--- src/rtl/cheese_spawner_pkg.sv ---
// cheese_spawner_pkg: position type, spawn table, park spot and FSM states for the cheese spawner.
package cheese_spawner_pkg;
    typedef struct packed {
        logic [10:0] x;
        logic [10:0] y;
    } pos_t;
    typedef enum logic [1:0] {SHOW, HIDE, PLACE, DONE} cheese_spawn_state_t;
    localparam logic [10:0] CHEESE_PARK_X = 11'd1100;
    localparam logic [10:0] CHEESE_PARK_Y = 11'd900;
    // every spot keeps a 32x32 sprite fully inside 1024x768
    localparam pos_t CHEESE_SPOTS [8] = '{
        '{11'd100, 11'd100}, '{11'd900, 11'd120}, '{11'd480, 11'd360}, '{11'd200, 11'd600},
        '{11'd800, 11'd650}, '{11'd60,  11'd400}, '{11'd700, 11'd300}, '{11'd350, 11'd180}
    };
endpackage

--- src/rtl/pos_if.sv ---
// pos_if: sprite top-left position bundle shared by a writer and its readers.
interface pos_if;
    logic [10:0] x;
    logic [10:0] y;
    modport out(output x, y);
    modport sink(input x, y);
endinterface

--- src/rtl/cheese_lfsr.sv ---
// cheese_lfsr: free-running 16-bit Fibonacci LFSR, x^16+x^14+x^13+x^11+1, loaded from seed on rst_n.
module cheese_lfsr (
    input  logic        clk,
    input  logic        rst_n,
    input  logic [15:0] seed,
    output logic [15:0] out
);
    always_ff @(posedge clk or negedge rst_n)
        if (!rst_n) out <= seed;
        else        out <= {out[14:0], out[15] ^ out[13] ^ out[12] ^ out[10]};
endmodule

--- src/rtl/cheese_spawner.sv ---
// cheese_spawner: owns the cheese position; parks it after a take and re-places it
// at a table spot different from the last one once the respawn delay expires.
module cheese_spawner
    import cheese_spawner_pkg::*;
#(
    parameter int unsigned RESPAWN_DLY = 32_500_000,
    parameter logic [15:0] LFSR_SEED   = 16'hACE1
) (
    input  logic clk,
    input  logic rst_n,
    input  logic reset,
    input  logic cheese_taken,
    input  logic cheese_gm,
    pos_if.out   cheesepos,
    output logic cheese_visible,
    output logic spawn_strobe
);
    localparam logic [25:0] DLY_M1 = 26'(RESPAWN_DLY - 1);
    localparam pos_t        PARK   = '{CHEESE_PARK_X, CHEESE_PARK_Y};

    cheese_spawn_state_t state_q, state_d;
    logic [2:0]  idx_q, idx_d, new_idx;
    pos_t        pos_q, pos_d;
    logic        vis_q, vis_d, stb_q, stb_d;
    logic [25:0] cnt_q, cnt_d;
    logic [15:0] lfsr;
    logic        lfsr_unused;

    cheese_lfsr u_lfsr (
        .clk  (clk),
        .rst_n(rst_n),
        .seed (LFSR_SEED),
        .out  (lfsr)
    );

    assign lfsr_unused = ^lfsr[15:3];
    // never re-place on the spot just taken
    assign new_idx = (lfsr[2:0] == idx_q) ? idx_q + 3'd1 : lfsr[2:0];

    always_comb begin
        state_d = state_q;
        idx_d   = idx_q;
        pos_d   = pos_q;
        vis_d   = vis_q;
        stb_d   = 1'b0;
        cnt_d   = cnt_q;
        if (reset) begin
            state_d = SHOW;
            idx_d   = '0;
            pos_d   = CHEESE_SPOTS[0];
            vis_d   = 1'b1;
            cnt_d   = '0;
        end else begin
            case (state_q)
                SHOW: if (cheese_taken) begin
                    state_d = cheese_gm ? DONE : HIDE;
                    cnt_d   = '0;
                    vis_d   = 1'b0;
                    pos_d   = PARK;
                end
                HIDE: begin
                    cnt_d   = cnt_q + 26'd1;
                    state_d = (cnt_q == DLY_M1) ? PLACE : HIDE;
                end
                PLACE: begin
                    state_d = SHOW;
                    idx_d   = new_idx;
                    pos_d   = CHEESE_SPOTS[new_idx];
                    vis_d   = 1'b1;
                    stb_d   = 1'b1;
                end
                default: ;
            endcase
        end
    end

    always_ff @(posedge clk or negedge rst_n)
        if (!rst_n) begin
            state_q <= SHOW;
            idx_q   <= '0;
            pos_q   <= CHEESE_SPOTS[0];
            vis_q   <= 1'b1;
            stb_q   <= 1'b0;
            cnt_q   <= '0;
        end else begin
            state_q <= state_d;
            idx_q   <= idx_d;
            pos_q   <= pos_d;
            vis_q   <= vis_d;
            stb_q   <= stb_d;
            cnt_q   <= cnt_d;
        end

    assign cheesepos.x    = pos_q.x;
    assign cheesepos.y    = pos_q.y;
    assign cheese_visible = vis_q;
    assign spawn_strobe   = stb_q;
endmodule

--- src/flat_wrapper.sv ---
// flat-port wrapper written by rule: the top's interface ports become plain ports
module cheese_spawner_flat import cheese_spawner_pkg::*;
#(
    parameter int unsigned RESPAWN_DLY = 32_500_000,
    parameter logic [15:0] LFSR_SEED   = 16'hACE1
)
  (clk, rst_n, reset, cheese_taken, cheese_gm, cheese_visible, spawn_strobe, cheesepos_x, cheesepos_y);
  pos_if cheesepos_i ();
  input  logic clk;
  input  logic rst_n;
  input  logic reset;
  input  logic cheese_taken;
  input  logic cheese_gm;
  output logic cheese_visible;
  output logic spawn_strobe;
  output wire logic [$bits(cheesepos_i.x)-1:0] cheesepos_x;
  output wire logic [$bits(cheesepos_i.y)-1:0] cheesepos_y;
  assign cheesepos_x = cheesepos_i.x;
  assign cheesepos_y = cheesepos_i.y;
  cheese_spawner #(.RESPAWN_DLY(RESPAWN_DLY), .LFSR_SEED(LFSR_SEED)) u_core (.clk(clk), .rst_n(rst_n), .reset(reset), .cheese_taken(cheese_taken), .cheese_gm(cheese_gm), .cheesepos(cheesepos_i), .cheese_visible(cheese_visible), .spawn_strobe(spawn_strobe));
endmodule
--- config.mk ---
export PLATFORM = sky130hd
export DESIGN_NAME = cheese_spawner_flat
export DESIGN_NICKNAME = d
export VERILOG_FILES = /design/src/rtl/cheese_spawner_pkg.sv /design/src/rtl/pos_if.sv /design/src/rtl/cheese_lfsr.sv /design/src/rtl/cheese_spawner.sv /design/src/flat_wrapper.sv
export SDC_FILE = /design/constraint.sdc
export NUM_CORES = 1
export LEC_CHECK = 0
export ABC_AREA = 1
export BUFFER_PORTS_ARGS = -buffer_cell sky130_fd_sc_hd__clkbuf_2
export CAP_MARGIN = 0
export CORE_UTILIZATION = 54
export DETAILED_ROUTE_END_ITERATION = 8
export GPL_ROUTABILITY_DRIVEN = 0
export PLACE_DENSITY = 0.84
export SYNTH_ARGS = -nofsm -noshare
export SYNTH_HDL_FRONTEND = slang
export SYNTH_SLANG_ARGS = --single-unit
--- constraint.sdc ---
create_clock -name clk -period 1.66 [get_ports clk]
set_clock_uncertainty 0.05 [all_clocks]
set_input_delay 0.083 -clock clk [delete_from_list [all_inputs] [get_ports clk]]
set_output_delay 0.083 -clock clk [all_outputs]
set_load 0.03 [all_outputs]
# After elaboration in Yosys (flattened, before gate mapping)
# Memory sizes are Yosys's and may differ from the RTL's.
# Index checks and enable logic that the tools add are counted.
totals:
  reg_bits: 71
  rom_bits: 176
  input_bits: 5
  out_inout_bits: 24
  wordCells: 50
  n_memories: 1
memory_table:
  columns: ["name", "words", "word_bits", "rd", "rd_ports_with_merged_regs", "wr", "line", "source"]
  rows:
  - ["(name not given)", 8, 22, 1, 0, 0, "cheese_spawner.sv:68", "pos_d = CHEESE_SPOTS[new_idx];"]
classes:
  n_addsub: 2
  n_lt_le_gt_ge: 1
  eq_ne: 5
  mux: 21
  n_bitwise: 4
  n_reduce_logical: 8
op_table:
  columns: ["operator", "n"]
  rows:
  - ["$mux W22", 4]
  - ["$mux W26", 2]
  - ["$pmux W26 S2", 1]
  - ["$pmux W22 S2", 1]
  - ["$add A26 B1 Y26 const B", 1]
  - ["$eq A26 B25 Y1 const B", 1]
  - ["$mux W3", 3]
  - ["$mux W2", 4]
  - ["$pmux W2 S3", 1]
  - ["$reduce_and A2 Y1", 3]
  - ["$reduce_bool A3 Y1", 2]
  - ["$ge A4 B4 Y1 const B", 1]
  - ["$mux W1", 4]
  - ["$not A3 Y4", 1]
  - ["$reduce_bool A4 Y1", 1]
  - ["$add A3 B1 Y3 const B", 1]
  - ["$eq A3 B3 Y1", 1]
  - ["$ne A3 B3 Y1 const B", 1]
  - ["$xor A1 B1 Y1", 3]
  - ["$eq A2 B1 Y1 const B", 1]
  - ["$eq A2 B2 Y1 const B", 1]
  - ["$logic_not A2 Y1", 1]
  - ["$pmux W1 S2", 1]
  - ["$reduce_bool A2 Y1", 1]

# Logic depth before layout (Yosys ltp)
# Gate-level depths: netlist of the first run.
depth:
  ltp_word: 8
  ltp_mapped: 12
  mapped_depth_nobuf: 12

# Worst setup path before layout of the first run
# OpenSTA, ideal clock, no wires.
synth_path:
  path_kind: "flip-flop to flip-flop"
  from: "register u_core.u_lfsr.out[0]"
  to: "register u_core.pos_q, in the netlist u_core.cheesepos.x[8]"
  setup_time_ps: 126
  arrival_time_ps: 1606
  required_ps: 1484
  slack_ps: -123
  path_stages_with_launch: 8
  n_path_buf: 0
  synth_period_minus_slack_ps: 1783
  path_cell_list: "dfstp_2 -> nand2_1 -> nand2_1 -> nand3_2 -> o21ai_1 -> ha_1 -> nor2_1 -> o21ai_0"
synth_between:
  elab_chain_len: 8
synth_rtl:
  columns: ["item", "line", "source"]
  rows:
  - ["from (decl)", "cheese_lfsr.sv:6", "output logic [15:0] out"]
  - ["from (signal assigned)", "cheese_lfsr.sv:10", "else out <= {out[14:0], out[15] ^ out[13] ^ out[12] ^ out[10]};"]
  - ["$eq A3 B3 Y1", "cheese_spawner.sv:38", "assign new_idx = (lfsr[2:0] == idx_q) ? idx_q + 3'd1 : lfsr[2:0];"]
  - ["$mux W3 *", "cheese_spawner.sv:38", null]
  - ["$not A3 Y4 (not written as such) *", "cheese_spawner.sv:68", null]
  - ["$mem_v2 Z8 W22 *", null, null]
  - ["$mux W22 (not written as such) * (2 in a row)", "cheese_spawner.sv:68", null]
  - ["$pmux W22 S2 *", "cheese_spawner.sv:54", "case (state_q)"]
  - ["$mux W22 *", "cheese_spawner.sv:47", "if (reset) begin"]
  - ["to (signal assigned)", "cheese_spawner.sv:81", "pos_q <= CHEESE_SPOTS[0];"]
  - ["to (signal assigned)", "cheese_spawner.sv:88", "pos_q <= pos_d;"]
  - ["to (decl)", "cheese_spawner.sv:23", "pos_t pos_q, pos_d;"]
# Every way passes the cells marked *; elsewhere a longest branch is shown, timed or not. The select of a mux whose other input is x is not followed.
# A chain may end at the register's enable or synchronous reset.

# Worst setup path in the final report of the first run
layout_path:
  from: "register u_core.idx_q[1]"
  to: "register u_core.pos_q, in the netlist u_core.cheesepos.y[2]"
layout_between:
  elab_chain_len: 8
  elab_cells_between_ends: 9
  classes_between: "add/sub (1); eq/ne (1); mux (5); bitwise (1); memory (1)"
layout_rtl:
  columns: ["item", "line", "source"]
  rows:
  - ["from (decl)", "cheese_spawner.sv:22", "logic [2:0] idx_q, idx_d, new_idx;"]
  - ["from (signal assigned)", "cheese_spawner.sv:87", "idx_q <= idx_d;"]
  - ["$add A3 B1 Y3 / $eq A3 B3 Y1 (equally long branches)", "cheese_spawner.sv:38", null]
  - ["$mux W3 *", "cheese_spawner.sv:38", null]
  - ["$not A3 Y4 (not written as such) *", "cheese_spawner.sv:68", null]
  - ["$mem_v2 Z8 W22 *", null, null]
  - ["$mux W22 (not written as such) * (2 in a row)", "cheese_spawner.sv:68", null]
  - ["$pmux W22 S2 *", "cheese_spawner.sv:54", null]
  - ["$mux W22 *", "cheese_spawner.sv:47", null]
# Marks and branches as above.

==> flow_metrics.py, run 1 <==
metrics = {
    "synth": {
        "ys_top_cells_by_area": "dfrtp_1 (36%), nand2_1 (15%), dfstp_2 (11%), inv_1 (5.9%), nor2_1 (5.2%)",
        "yosysTopAreaCellShare_pct": 36.3,
        "synth_area_per_cell_um2": 7.89,
        "ys_seq_elements": 68,
        "yosys_warnings": 0,
        "synth_largest_area_cell": "dfrtp_1",
        "netlist_instances": 463,
        "synth_area_um2": 3650,
        "seq_area_frac_synth_pct": 47.1,
        "yosysUniqueCellTypes": 41,
    },
    "die": {
        "die_h_um": 84.3,
        "ios": 29,
        "dieWidth_um": 84.3,
        "dieArea_um2": 7100,
        "rows": 29,
        "core_area_um2": 6460,
        "start_util_pct": 56.6,
    },
    "placed_design": {
        "hpwl_um": 6640,
        "port_buffers": 25,
        "post-place-ws_ns": -0.187,
    },
    "routing": {
        "routed.top_layer": "met4",
        "met2WireLength_um": 5850,
        "dr_wl_met3_um": 1100,
        "drcViolationCount": 2,
        "drt-total-wl_um": 12200,
        "final_antenna_net_count": 0,
        "vias_per_cell": 6.06,
        "wire_per_inst_um": 18.7,
        "first_iter_violations": 410,
        "drtPass1Iterations": 8,
        "wl_met1_um": 4360,
        "vias": 3936,
    },
    "clock_network": {
        "cts_htree_levels": 3,
        "clk_latency_ns": 0.36,
        "cts.sink_count": 68,
        "cts_tree": "done",
        "ctsRootBufferMaster": "clkbuf_8",
        "cts-buffers-inserted": 9,
        "clk_path_buf_depth": 2,
        "clk_pin_slew_ns": 0.07,
    },
    "final_layout": {
        "areaGrowthSynthToFinish_pct": 38.9,
        "fin_nets": 583,
        "drive_above_1_share_pct": 40.2,
        "diodes": 0,
        "fillCellCount": 360,
        "final_util_pct": 78.6,
    },
    "global_route": {
        "grt_pass1_vias": 3570,
        "antenna_found_initial": 0,
        "grt_pass1_wl_um": 16500,
        "grtUsageTotal_pct": 29.8,
        "grt_start_max_net_pins": 30,
        "gr-total-overflow": 0,
    },
    "sta": {
        "fmax_ghz": 0.519,
        "worst_pin_slew_ns": 0.573,
        "setup_viol": 28,
        "period_needed_ns": 1.93,
        "post-route-period-util_pct": 116,
        "relSlewSlack_pct": 61.8,
        "drv_slew": 0,
        "setup_ws_ns": -0.266,
        "hold_viol_final": 0,
        "grt_setup_unrepaired": "yes",
    },
    "worst_setup_path": {
        "cp.required_ns": 1.90,
        "crit_chain": "ha_1 -> inv_1 -> nand4_1 -> nand2_4 -> inv_4 -> buf_4 -> buf_4 -> nand2_1 -> nand2_1 -> nor2_1 -> nor2_1",
        "cpPeakStageDelay_ns": 0.42,
        "cp_data_arrival_time_ns": 2.17,
        "crit_fanout": 5,
        "crit_path_start_kind": "flip-flop",
        "cpMaxStageDelayCell": "dfrtp_1",
        "crit_type": "reg -> reg",
        "setup.worst_path.end_class": "flip-flop",
    },
    "status": {
        "violations": "DRC, setup timing",
        "status": "finished, violations left",
    },
    "run": {
        "maxCapViolations": 0,
    },
    "power": {
        "vdd_drop_max_uv": 1130,
        "pwr_density_cell_nw_per_um2": 1390,
        "p_total_uw": 7070,
        "p_leak_uw": 0.00243,
    },
    "worst_hold_path": {
        "min_path_type": "in -> reg",
    },
}
[per-stage QoR]
| step | instance area, µm² | cells | setup TNS, ns | hold slack (ns) |
|---|---|---|---|---|
| finish | 5080 | 649 | -3.29 | 0.0563 |
| global route | 5080 | 649 | -5.64 | 0.0498 |
| CTS | 4660 | 633 | -1.09 | 0.0113 |
| detailed placement | 4270 | 607 | -2.01 | 0.0502 |
| global placement | 4270 | 607 | -0.614 | 0.0392 |
| floorplan | 3710 | 465 | -0.0186 | -0.263 |
[layer usage]
| layer | up-vias | global-route usage [%] |
|---|---|---|
| met1 | 1854 | 34.5 |
| met5 | - | 0 |
| met4 | 0 | 16.1 |
| met2 | 289 | 51.1 |
| met3 | 109 | 7.28 |
| li1 | 1684 | - |
[logic make-up after synthesis]
| family | share of synthesized area (%) |
|---|---|
| AND/OR/NAND/NOR | 31.6 |
| flip-flops | 47.1 |
| buffers and inverters | 7.53 |
| AO/OA/AOI/OAI | 8.97 |
| adder cells (fa/ha/maj) | 3.77 |
| XOR/XNOR | 0.959 |
| other | 0.103 |
[path summary, 6_finish.rpt]
kind,start,end,slack (ns),cells past startpoint
setup / recovery,u_core.idx_q[1],u_core.cheesepos.y[2],-0.27,11
hold / removal,reset,u_core.cheesepos.x[5],0.06,3
setup reg to reg,u_core.idx_q[1],u_core.cheesepos.y[2],-0.27,11
hold reg to reg,u_core.u_lfsr.out[8],u_core.u_lfsr.out[9],0.31,0
max in group asynchronous,rst_n,u_core.cheesepos.x[6],0.74,3
min in group asynchronous,rst_n,u_core.cnt_q[11],0.20,2
[registers in the layout (all words and copies together), names as in the netlist]
signal / flops
u_core.state_q: 2
u_core.cheesepos.y: 9
u_core.cheesepos.x: 10
u_core.idx_q: 3
u_core.u_lfsr.out: 16
u_core.cnt_q: 26
u_core.cheese_visible: 1
u_core.spawn_strobe: 1
[worst max-delay path, delay by kind of cell, from the launching register on]
family                     cells  cell delay (ns)
and+or+nand+nor                6             0.70
adders and majority gates      1             0.31
buffers and inverters          4             0.39
DFF                            1             0.42
[cell usage after synthesis (all sizes together)]
cell    instances
nand2         150
inv            61
nor2           56
dfrtp          53
nand3          31
o21ai          26
a21oi          19
dfstp          15
ha             11
nor3           10
nand4           8
buf             5
o21bai          3
o22ai           3
xnor2           2
xor2            2
a21boi          1
a22o            1
a31oi           1
clkinv          1
conb            1
nor4            1
o31ai           1
or2             1
[repair_timing]
item | 4_1_cts | 5_1_grt
endpoints found under the setup margin | 42 | 46
buffers inserted | 8 | 17
gates cloned | 1 | 1
resized for setup | 35 | 79
hold buffers | 1 | 0
endpoints found under the hold margin | 15 | 0
pin swaps | 10 | 29
[report_power, final]
| group | internal, µW | total, µW | switching, µW |
|---|---|---|---|
| clock network | 777 | 1410 | 633 |
| registers | 1880 | 2000 | 123 |
| logic | 1450 | 3660 | 2220 |
[cell usage in the layout, fill, tap and decap left out, drive strengths merged, types with 2 or more instances in the layout]
cell type / netlist / routed
dfrtp: 53 / 53
o21bai: 3 / 3
xor2: 2 / 2
dfstp: 15 / 15
nand4: 8 / 8
clkbuf: 0 / 37
ha: 11 / 11
inv: 61 / 61
nor3: 10 / 10
nand3: 31 / 31
a21oi: 19 / 19
nand2: 150 / 151
o21ai: 26 / 26
xnor2: 2 / 2
buf: 5 / 69
conb: 1 / 3
nor2: 56 / 56
clkinvlp: 0 / 3
o22ai: 3 / 3
[area by class of cell]
type                    instances  area (µm²)  share of cell area, %
clock inverters                 3        45.0                  0.887
well taps                      77        96.3                   1.90
repair buffers                 94         703                   13.8
multi-input cells             331        2080                   41.0
flip-flops and latches         68        1720                   33.9
repair inverters                1        6.26                  0.123
inverters                      62         264                   5.20
clock buffers                  13         159                   3.13
No activity file was read; power rests on OpenSTA's default activity.
==> inputs of run 2 (changes only) <==
- CORE_MARGIN: default -> 4
==> flow_metrics.py, run 2 (same netlist as run 1, synthesis figures left out) <==
metrics = {
    "power": {
        "pwr_density_cell_nw_per_um2": 1470,
        "p_leak_uw": 0.00248,
        "p_total_uw": 7610,
        "vdd_drop_max_uv": 1410,
    },
    "clock_network": {
        "cts.sink_count": 68,
        "cts_htree_levels": 3,
        "ctsRootBufferMaster": "clkbuf_8",
        "clk_pin_slew_ns": 0.09,
        "cts_tree": "done",
        "clk_latency_ns": 0.36,
        "cts-buffers-inserted": 9,
        "clk_path_buf_depth": 2,
    },
    "worst_setup_path": {
        "crit_fanout": 6,
        "crit_path_start_kind": "flip-flop",
        "cp_data_arrival_time_ns": 2.26,
        "crit_type": "reg -> reg",
        "cp.required_ns": 1.88,
        "setup.worst_path.end_class": "flip-flop",
    },
    "final_layout": {
        "multi_input_area_um2": 2150,
        "fillCellCount": 331,
        "seqCellArea_um2": 1720,
        "final_util_pct": 80.1,
        "final_cell_mix": "nand2_1 (110), buf_4 (54), dfrtp_1 (53), inv_1 (46), nor2_1 (38)",
        "areaGrowthSynthToFinish_pct": 41.6,
        "fin_nets": 581,
        "top_register": "u_core.cnt_q",
        "drive_above_1_share_pct": 43.2,
        "final_common_cell": "nand2_1",
        "diodes": 0,
        "largest_reg_flops": 26,
    },
    "sta": {
        "grt_setup_unrepaired": "yes",
        "setup_ws_ns": -0.376,
        "post-route-period-util_pct": 123,
        "fmax_ghz": 0.491,
        "period_needed_ns": 2.04,
        "drv_slew": 0,
        "hold_viol_final": 0,
        "setup_viol": 31,
    },
    "die": {
        "start_util_pct": 56.6,
        "die_h_um": 90.3,
        "core_area_um2": 6460,
        "dieWidth_um": 90.3,
        "ios": 29,
        "rows": 29,
        "dieArea_um2": 8150,
    },
    "routing": {
        "drtPass1Iterations": 6,
        "wire_per_inst_um": 20.8,
        "drt-total-wl_um": 13500,
        "first_iter_violations": 360,
        "drcViolationCount": 0,
        "vias": 3985,
        "vias_per_cell": 6.16,
        "final_antenna_net_count": 0,
    },
    "status": {
        "violations": "setup timing",
        "status": "finished, violations left",
    },
    "run": {
        "maxCapViolations": 0,
    },
    "global_route": {
        "grt_pass1_vias": 3623,
        "gr-total-overflow": 0,
        "grtUsageTotal_pct": 26.3,
        "antenna_found_initial": 0,
        "grt_pass1_wl_um": 17300,
        "grt_start_max_net_pins": 51,
    },
    "placed_design": {
        "port_buffers": 25,
        "hpwl_um": 6640,
    },
    "worst_hold_path": {
        "min_path_type": "in -> reg",
    },
}
## run 2: area by class of cell
| cell class | instances | area share [%] |
|---|---|---|
| multi-input combinational | 331 | 41.6 |
| sequential | 68 | 33.2 |
| timing repair buffer | 92 | 13.7 |
| inverter | 62 | 5.08 |
| clock buffer | 9 | 2.39 |
| clock inverter | 7 | 1.91 |
| tap | 77 | 1.86 |
| timing repair inverter | 1 | 0.169 |
## run 2: per-stage QoR
stage	setup slack (ns)	area, µm²	instances	hold slack [ns]	TNS (ns)
2_1_floorplan	-0.00917	3710	465	-0.263	-0.0186
3_3_place_gp	-0.0861	4220	602	0.0114	-0.561
3_5_place_dp	-0.171	4220	602	0.0106	-2.54
4_1_cts	-0.161	4680	630	0.00986	-1.63
5_1_grt	-0.434	5170	647	0.0475	-7.71
6_report	-0.376	5170	647	0.00926	-5.71
## run 2: what timing repair did
action	in CTS	in global routing
cloned	0	2
gates resized for setup	41	104
setup endpoints to repair	41	46
hold endpoints to repair	18	0
buffers inserted	11	16
pin swaps	22	34
hold buffers	1	0
## run 2: critical path, cell delays in order, from the launching register on
cell and delay [ns]:
dfrtp_1 0.42, inv_1 0.12, nand2_1 0.13, nand2_2 0.15, nand3_4 0.19, nand2_4 0.13, o21ai_4 0.09, buf_4 0.15
buf_6 0.12, buf_6 0.12, nand2_2 0.07, nand2_2 0.06, o21ai_1 0.16
## run 2: report_power, final
group	internal [µW]	leakage, µW	switching, µW
Sequential	1870	0.000883	125
Clock	853	0.000110	723
Combinational	1640	0.00148	2400
## run 2: final timing paths
check | cells past startpoint | startpoint | endpoint | slack, ns
setup / recovery | 12 | u_core.u_lfsr.out[2] | u_core.cheesepos.x[9] | -0.38
hold / removal | 5 | cheese_gm | u_core.state_q[1] | 0.009
setup reg to reg | 12 | u_core.u_lfsr.out[2] | u_core.cheesepos.x[9] | -0.38
hold reg to reg | 0 | u_core.u_lfsr.out[9] | u_core.u_lfsr.out[10] | 0.31
max in group asynchronous | 3 | rst_n | u_core.u_lfsr.out[5] | 0.72
min in group asynchronous | 2 | rst_n | u_core.cnt_q[12] | 0.16
## run 2: per-layer routing
| layer | vias to the layer above | GRT usage, % | wire length [µm] | share of wire, % |
|---|---|---|---|---|
| li1 | 1669 | - | - | - |
| met1 | 1873 | 30.4 | 4360 | 32 |
| met2 | 320 | 45.3 | 6830 | 51 |
| met3 | 123 | 6.25 | 1150 | 8.6 |
| met4 | 0 | 13.5 | 1120 | 8.3 |
| met5 | - | 0 | 0 | 0 |
